==> src/rtl/alu_seq.sv <==
// alu_seq: sequencer that drives an external 8-bit ALU.
// It accepts one command, holds the ALU operands and mode pins for SETTLE
// cycles, captures the result with flags into the accumulator, and holds
// the response until it is consumed.
//
// Ports:
//   clk, rst              rising-edge clock, synchronous active-high reset
//   cmd_valid/cmd_ready   command handshake (ready only while idle)
//   cmd_opcode, cmd_mode  ALU function select and mode (logic/arith, low/high)
//   cmd_use_acc           operand A source: 1 = accumulator, 0 = cmd_a
//   cmd_a, cmd_b          command operands
//   alu_A, alu_B          registered operands driven to the ALU
//   alu_opcode            registered opcode driven to the ALU
//   alu_m/cn/l/h          registered ALU mode pins
//   alu_R                 ALU result
//   rsp_valid/rsp_ready   response handshake
//   rsp_result, rsp_flags captured result and {Z, N, P, EQ}
//   acc                   accumulator
//   busy                  high whenever not idle
module alu_seq #(
    parameter int unsigned SETTLE = 1
) (
    input  logic       clk,
    input  logic       rst,
    input  logic       cmd_valid,
    output logic       cmd_ready,
    input  logic [3:0] cmd_opcode,
    input  logic [1:0] cmd_mode,
    input  logic       cmd_use_acc,
    input  logic [7:0] cmd_a,
    input  logic [7:0] cmd_b,
    output logic [7:0] alu_A,
    output logic [7:0] alu_B,
    output logic [3:0] alu_opcode,
    output logic       alu_m,
    output logic       alu_cn,
    output logic       alu_l,
    output logic       alu_h,
    input  logic [7:0] alu_R,
    output logic       rsp_valid,
    input  logic       rsp_ready,
    output logic [7:0] rsp_result,
    output logic [3:0] rsp_flags,
    output logic [7:0] acc,
    output logic       busy
);

    typedef enum logic [1:0] {
        IDLE  = 2'd0,
        DRIVE = 2'd1,
        RESP  = 2'd2
    } state_t;

    localparam logic [3:0] SETTLE_C = 4'(SETTLE);

    state_t     state_q;
    logic [3:0] cnt_q;
    logic [7:0] alu_A_q;
    logic [7:0] alu_B_q;
    logic [3:0] alu_op_q;
    logic       alu_m_q;
    logic       alu_cn_q;
    logic       alu_l_q;
    logic       alu_h_q;
    logic [7:0] result_q;
    logic [3:0] flags_q;
    logic [7:0] acc_q;
    logic [3:0] flags_d;

    // Flags of the result being captured; EQ compares the held operands.
    always_comb begin
        flags_d = {(alu_R == 8'h00), alu_R[7], ^alu_R, (alu_A_q == alu_B_q)};
    end

    always_ff @(posedge clk) begin
        if (rst) begin
            state_q  <= IDLE;
            cnt_q    <= '0;
            alu_A_q  <= '0;
            alu_B_q  <= '0;
            alu_op_q <= '0;
            alu_m_q  <= 1'b0;
            alu_cn_q <= 1'b0;
            alu_l_q  <= 1'b0;
            alu_h_q  <= 1'b0;
            result_q <= '0;
            flags_q  <= '0;
            acc_q    <= '0;
        end else begin
            case (state_q)
                IDLE: begin
                    if (cmd_valid) begin
                        alu_A_q  <= cmd_use_acc ? acc_q : cmd_a;
                        alu_B_q  <= cmd_b;
                        alu_op_q <= cmd_opcode;
                        // mode[0] selects arithmetic, mode[1] selects the high half;
                        // carry-in is only asserted for arith-high.
                        alu_m_q  <= ~cmd_mode[0];
                        alu_cn_q <= &cmd_mode;
                        alu_l_q  <= ~cmd_mode[1];
                        alu_h_q  <= cmd_mode[1];
                        cnt_q    <= SETTLE_C;
                        state_q  <= DRIVE;
                    end
                end
                DRIVE: begin
                    // Counter value 1 marks the last settle cycle.
                    if (cnt_q <= 4'd1) begin
                        result_q <= alu_R;
                        acc_q    <= alu_R;
                        flags_q  <= flags_d;
                        cnt_q    <= '0;
                        state_q  <= RESP;
                    end else begin
                        cnt_q <= cnt_q - 4'd1;
                    end
                end
                RESP: begin
                    if (rsp_ready) begin
                        state_q <= IDLE;
                    end
                end
                default: state_q <= IDLE;
            endcase
        end
    end

    assign cmd_ready  = (state_q == IDLE);
    assign rsp_valid  = (state_q == RESP);
    assign busy       = (state_q != IDLE);
    assign alu_A      = alu_A_q;
    assign alu_B      = alu_B_q;
    assign alu_opcode = alu_op_q;
    assign alu_m      = alu_m_q;
    assign alu_cn     = alu_cn_q;
    assign alu_l      = alu_l_q;
    assign alu_h      = alu_h_q;
    assign rsp_result = result_q;
    assign rsp_flags  = flags_q;
    assign acc        = acc_q;

endmodule

==> config.mk <==
export PLATFORM = sky130hd
export DESIGN_NAME = alu_seq
export DESIGN_NICKNAME = d
export VERILOG_FILES = /design/src/rtl/alu_seq.sv
export SDC_FILE = /design/constraint.sdc
export NUM_CORES = 1
export LEC_CHECK = 0
export CAP_MARGIN = 30
export CELL_PAD_IN_SITES_DETAIL_PLACEMENT = 1
export CELL_PAD_IN_SITES_GLOBAL_PLACEMENT = 2
export CORE_MARGIN = 2
export CORE_UTILIZATION = 23
export DETAILED_ROUTE_END_ITERATION = 6
export MAX_ROUTING_LAYER = met4
export PLACE_DENSITY = 0.91
export SYNTH_ARGS = -nofsm -noshare
export SYNTH_HDL_FRONTEND = slang
export SYNTH_SLANG_ARGS = --single-unit
==> constraint.sdc <==
create_clock -name clk -period 1.7 [get_ports clk]
set_input_delay 0.34 -clock clk [delete_from_list [all_inputs] [get_ports clk]]
set_output_delay 0.34 -clock clk [all_outputs]
set_load 0.005 [all_outputs]
==> results.json, run 1 <==
{
  "path_cells": "nor2_4 -> clkdlybuf4s50_1",
  "clockBufferDepth": 2,
  "clockRootBuffer": "clkbuf_8",
  "netlist_area_sq_um": 1890,
  "ys_types": 36,
  "fin_crit_ps": 1630,
  "track_usage": 0.135,
  "cts_hold_buf": 0,
  "relSlewSlack": 0.734,
  "combinationalPowerShare": 0.248,
  "drt_iter0_markers": 35,
  "num_rows": 33,
  "synth_edf_count": 0,
  "via_count": 1778,
  "fin_tns_setup_ps": 0,
  "p_leak_nw": 1.14,
  "die_w_um": 94.7,
  "initial_utilization": 0.234,
  "finalInstanceArea_sq_um": 2930,
  "ioPinCount": 82,
  "setup_viol": 0,
  "synth.top_cell.area_share": 0.434,
  "power_density_nw_per_um2": 947,
  "antenna_found_initial": 0,
  "vdd_drop_max_v": 0.000393,
  "status": "completed",
  "cp-start-kind": "register",
  "dieArea_sq_um": 8960,
  "seq_power_share": 0.409,
  "final_antenna_net_count": 0,
  "grt_pass1_vias": 1788,
  "viasPerCell": 4.42,
  "cp_num_buf_inv": 1,
  "crit_fanout": 4,
  "most-common-layout-cells": "clkdlybuf4s50_1 (80), nand2_1 (49), dfxtp_1 (39)",
  "synthArstFlopShare": 0,
  "yosysTopAreaCell": "dfxtp_1",
  "place_area_sq_um": 2780,
  "p_switching_w": 0.000747,
  "area_growth_pct": 54.8,
  "ys_ff_latch": 41,
  "path_class": "register to output pin",
  "worstPathRequired_ps": 1360,
  "clk_pin_slew_ps": 90,
  "synth_fp_nets": 263,
  "htree_levels": 2,
  "cp_slowest_cell": "clkdlybuf4s50_1",
  "fin_nets": 337,
  "io_buffer_count": 81,
  "coreArea_sq_um": 8090,
  "p_int_w": 0.00202,
  "fmaxAchievable_ghz": 0.613,
  "grt_overflow": 0,
  "grt_pass1_wl_mm": 9.05,
  "dpl.hpwl_mm": 4.37,
  "avgSynthCellArea_sq_um": 8.52,
  "crit_family": "buffers and inverters",
  "cts_made_buffers": 5,
  "finClkSkew_ps": 6.00,
  "synthTopCellsByArea": "dfxtp_1 (43%), nand2_1 (9.7%), a21oi_1 (6.6%)",
  "final_common_cell": "clkdlybuf4s50_1",
  "clk_latency_ps": 300,
  "drtPass1Iterations": 4,
  "drive_gt1_frac": 0.0808,
  "fp.dieH_um": 94.7,
  "yosysSeqAreaShare": 0.434,
  "utilization": 0.362,
  "routedWlPerCell_um": 14.2,
  "synthCells": 222,
  "finalWirelength_mm": 5.70,
  "critPathCaptureType": "output pin",
  "finalHoldViolCount": 0,
  "grt_max_degree": 30,
  "antenna_cells_inserted": 0,
  "cts.sinks": 41,
  "min_path_type": "register to register",
  "tightestPinTransition_ps": 395,
  "tritoncts": "built",
  "hold_slack_ps": 453,
  "crit_path_max_incr_delay_ps": 510,
  "fin_crit_sh": 0.959,
  "arrival_ps": 1290,
  "place_congestion": 0.730,
  "drv_slew": 0,
  "drc_errors": 0,
  "p_sw_frac": 0.269,
  "maxCapViolCount": 0,
  "yosysWarningCount": 0,
  "synth_ff_type": "dfxtp_1",
  "clockPowerShare": 0.342
}
==> cells by family after synthesis <==
logic type                 count (synthesis)  share of synthesized area
and+or+nand+nor                           82                      0.207
AOI/OAI and AO/OA                         41                      0.130
DFF                                       41                      0.434
buffers and inverters                     32                     0.0907
xor gates and xnor gates                  12                     0.0556
muxes                                      8                     0.0424
adders and majority gates                  6                     0.0397
==> registers in the layout, summed over array words and instances (netlist names) <==
name	count
acc	7
alu_A	8
alu_B	8
alu_cn	1
alu_h	1
alu_l	1
alu_m	1
alu_opcode	4
cnt_q	4
rsp_flags	4
state_q	2
==> final cells by class <==
type	instances	area, sq um
Inverter	11	41.3
Timing Repair Buffer	88	891
Clock buffer	5	68.8
Tap cell	105	131
Fill cell	980	5170
Sequential cell	41	823
Multi-Input combinational cell	149	906
Clock inverter	3	65.1
==> layer usage <==
| metal | track usage | part of all wire | up-vias |
|---|---|---|---|
| met5 | - | 0 | - |
| met4 | 0.0362 | 0.0076 | 0 |
| li1 | - | - | 877 |
| met1 | 0.164 | 0.45 | 847 |
| met3 | 0.0295 | 0.044 | 6 |
| met2 | 0.228 | 0.50 | 48 |
==> synth_stat cells (3+ instances only) <==
cell      count
a211oi_1     10
inv_1        11
xor2_1        4
nand3_1       3
a21oi_1      25
nand2_1      49
mux2i_1       8
ha_1          6
nor2_1       12
clkbuf_1      3
buf_2         5
xnor2_1       8
dfxtp_1      41
buf_4        10
==> path summary, 6_finish.rpt <==
check | end | slack (ps) | startpoint | cells past startpoint
worst max-delay path | cmd_ready | 70 | state_q[0] | 2
worst min register to register | alu_cn | 450 | alu_cn | 2
worst max register to register | rsp_flags[0] | 90 | cnt_q[0] | 6
worst min-delay path | alu_cn | 450 | alu_cn | 2
==> metrics by stage <==
step / power, W / instances / worst slack, ps
finish: 0.00277 / 402 / 69.6
global route: 0.00293 / 402 / -23.4
CTS: 0.00281 / 402 / -6.59
detailed placement: 0.00185 / 394 / -58.1
global placement: 0.00183 / 394 / -42.2
floorplan: 0.00149 / 222 / 227
==> worst register-to-register path, cell delays in order (launching register included) <==
cell and delay, ps:
dfxtp_1 360, inv_1 70, ha_1 190, nor2_2 80
or4_4 530, nor3_2 190, a22o_1 140
==> power groups by stage <==
stage | clock, W | combinational [W] | sequential, W
floorplan | 0 | 0.000344 | 0.00114
global placement | 0 | 0.000679 | 0.00115
detailed placement | 0 | 0.000694 | 0.00116
CTS | 0.000974 | 0.000700 | 0.00114
global route | 0.00102 | 0.000759 | 0.00115
finish | 0.000948 | 0.000689 | 0.00113
==> what timing repair did <==
item | in CTS | in global routing
resized for setup | 1 | 4
endpoints found under the setup margin | 2 | 5
pin swaps | 0 | 0
setup buffers | 0 | 0
No activity file was read; power rests on OpenSTA's default activity.
==> run 2, diff against run 1 <==
--- a/config.mk
+++ b/config.mk
@@ -5,6 +5,7 @@
 export SDC_FILE = /design/constraint.sdc
 export NUM_CORES = 1
 export LEC_CHECK = 0
+export ABC_AREA = 0
 export CAP_MARGIN = 30
 export CELL_PAD_IN_SITES_DETAIL_PLACEMENT = 1
 export CELL_PAD_IN_SITES_GLOBAL_PLACEMENT = 2
==> results of run 2 <==
The final DEF is identical to that of run 1; final timing and power are the same.
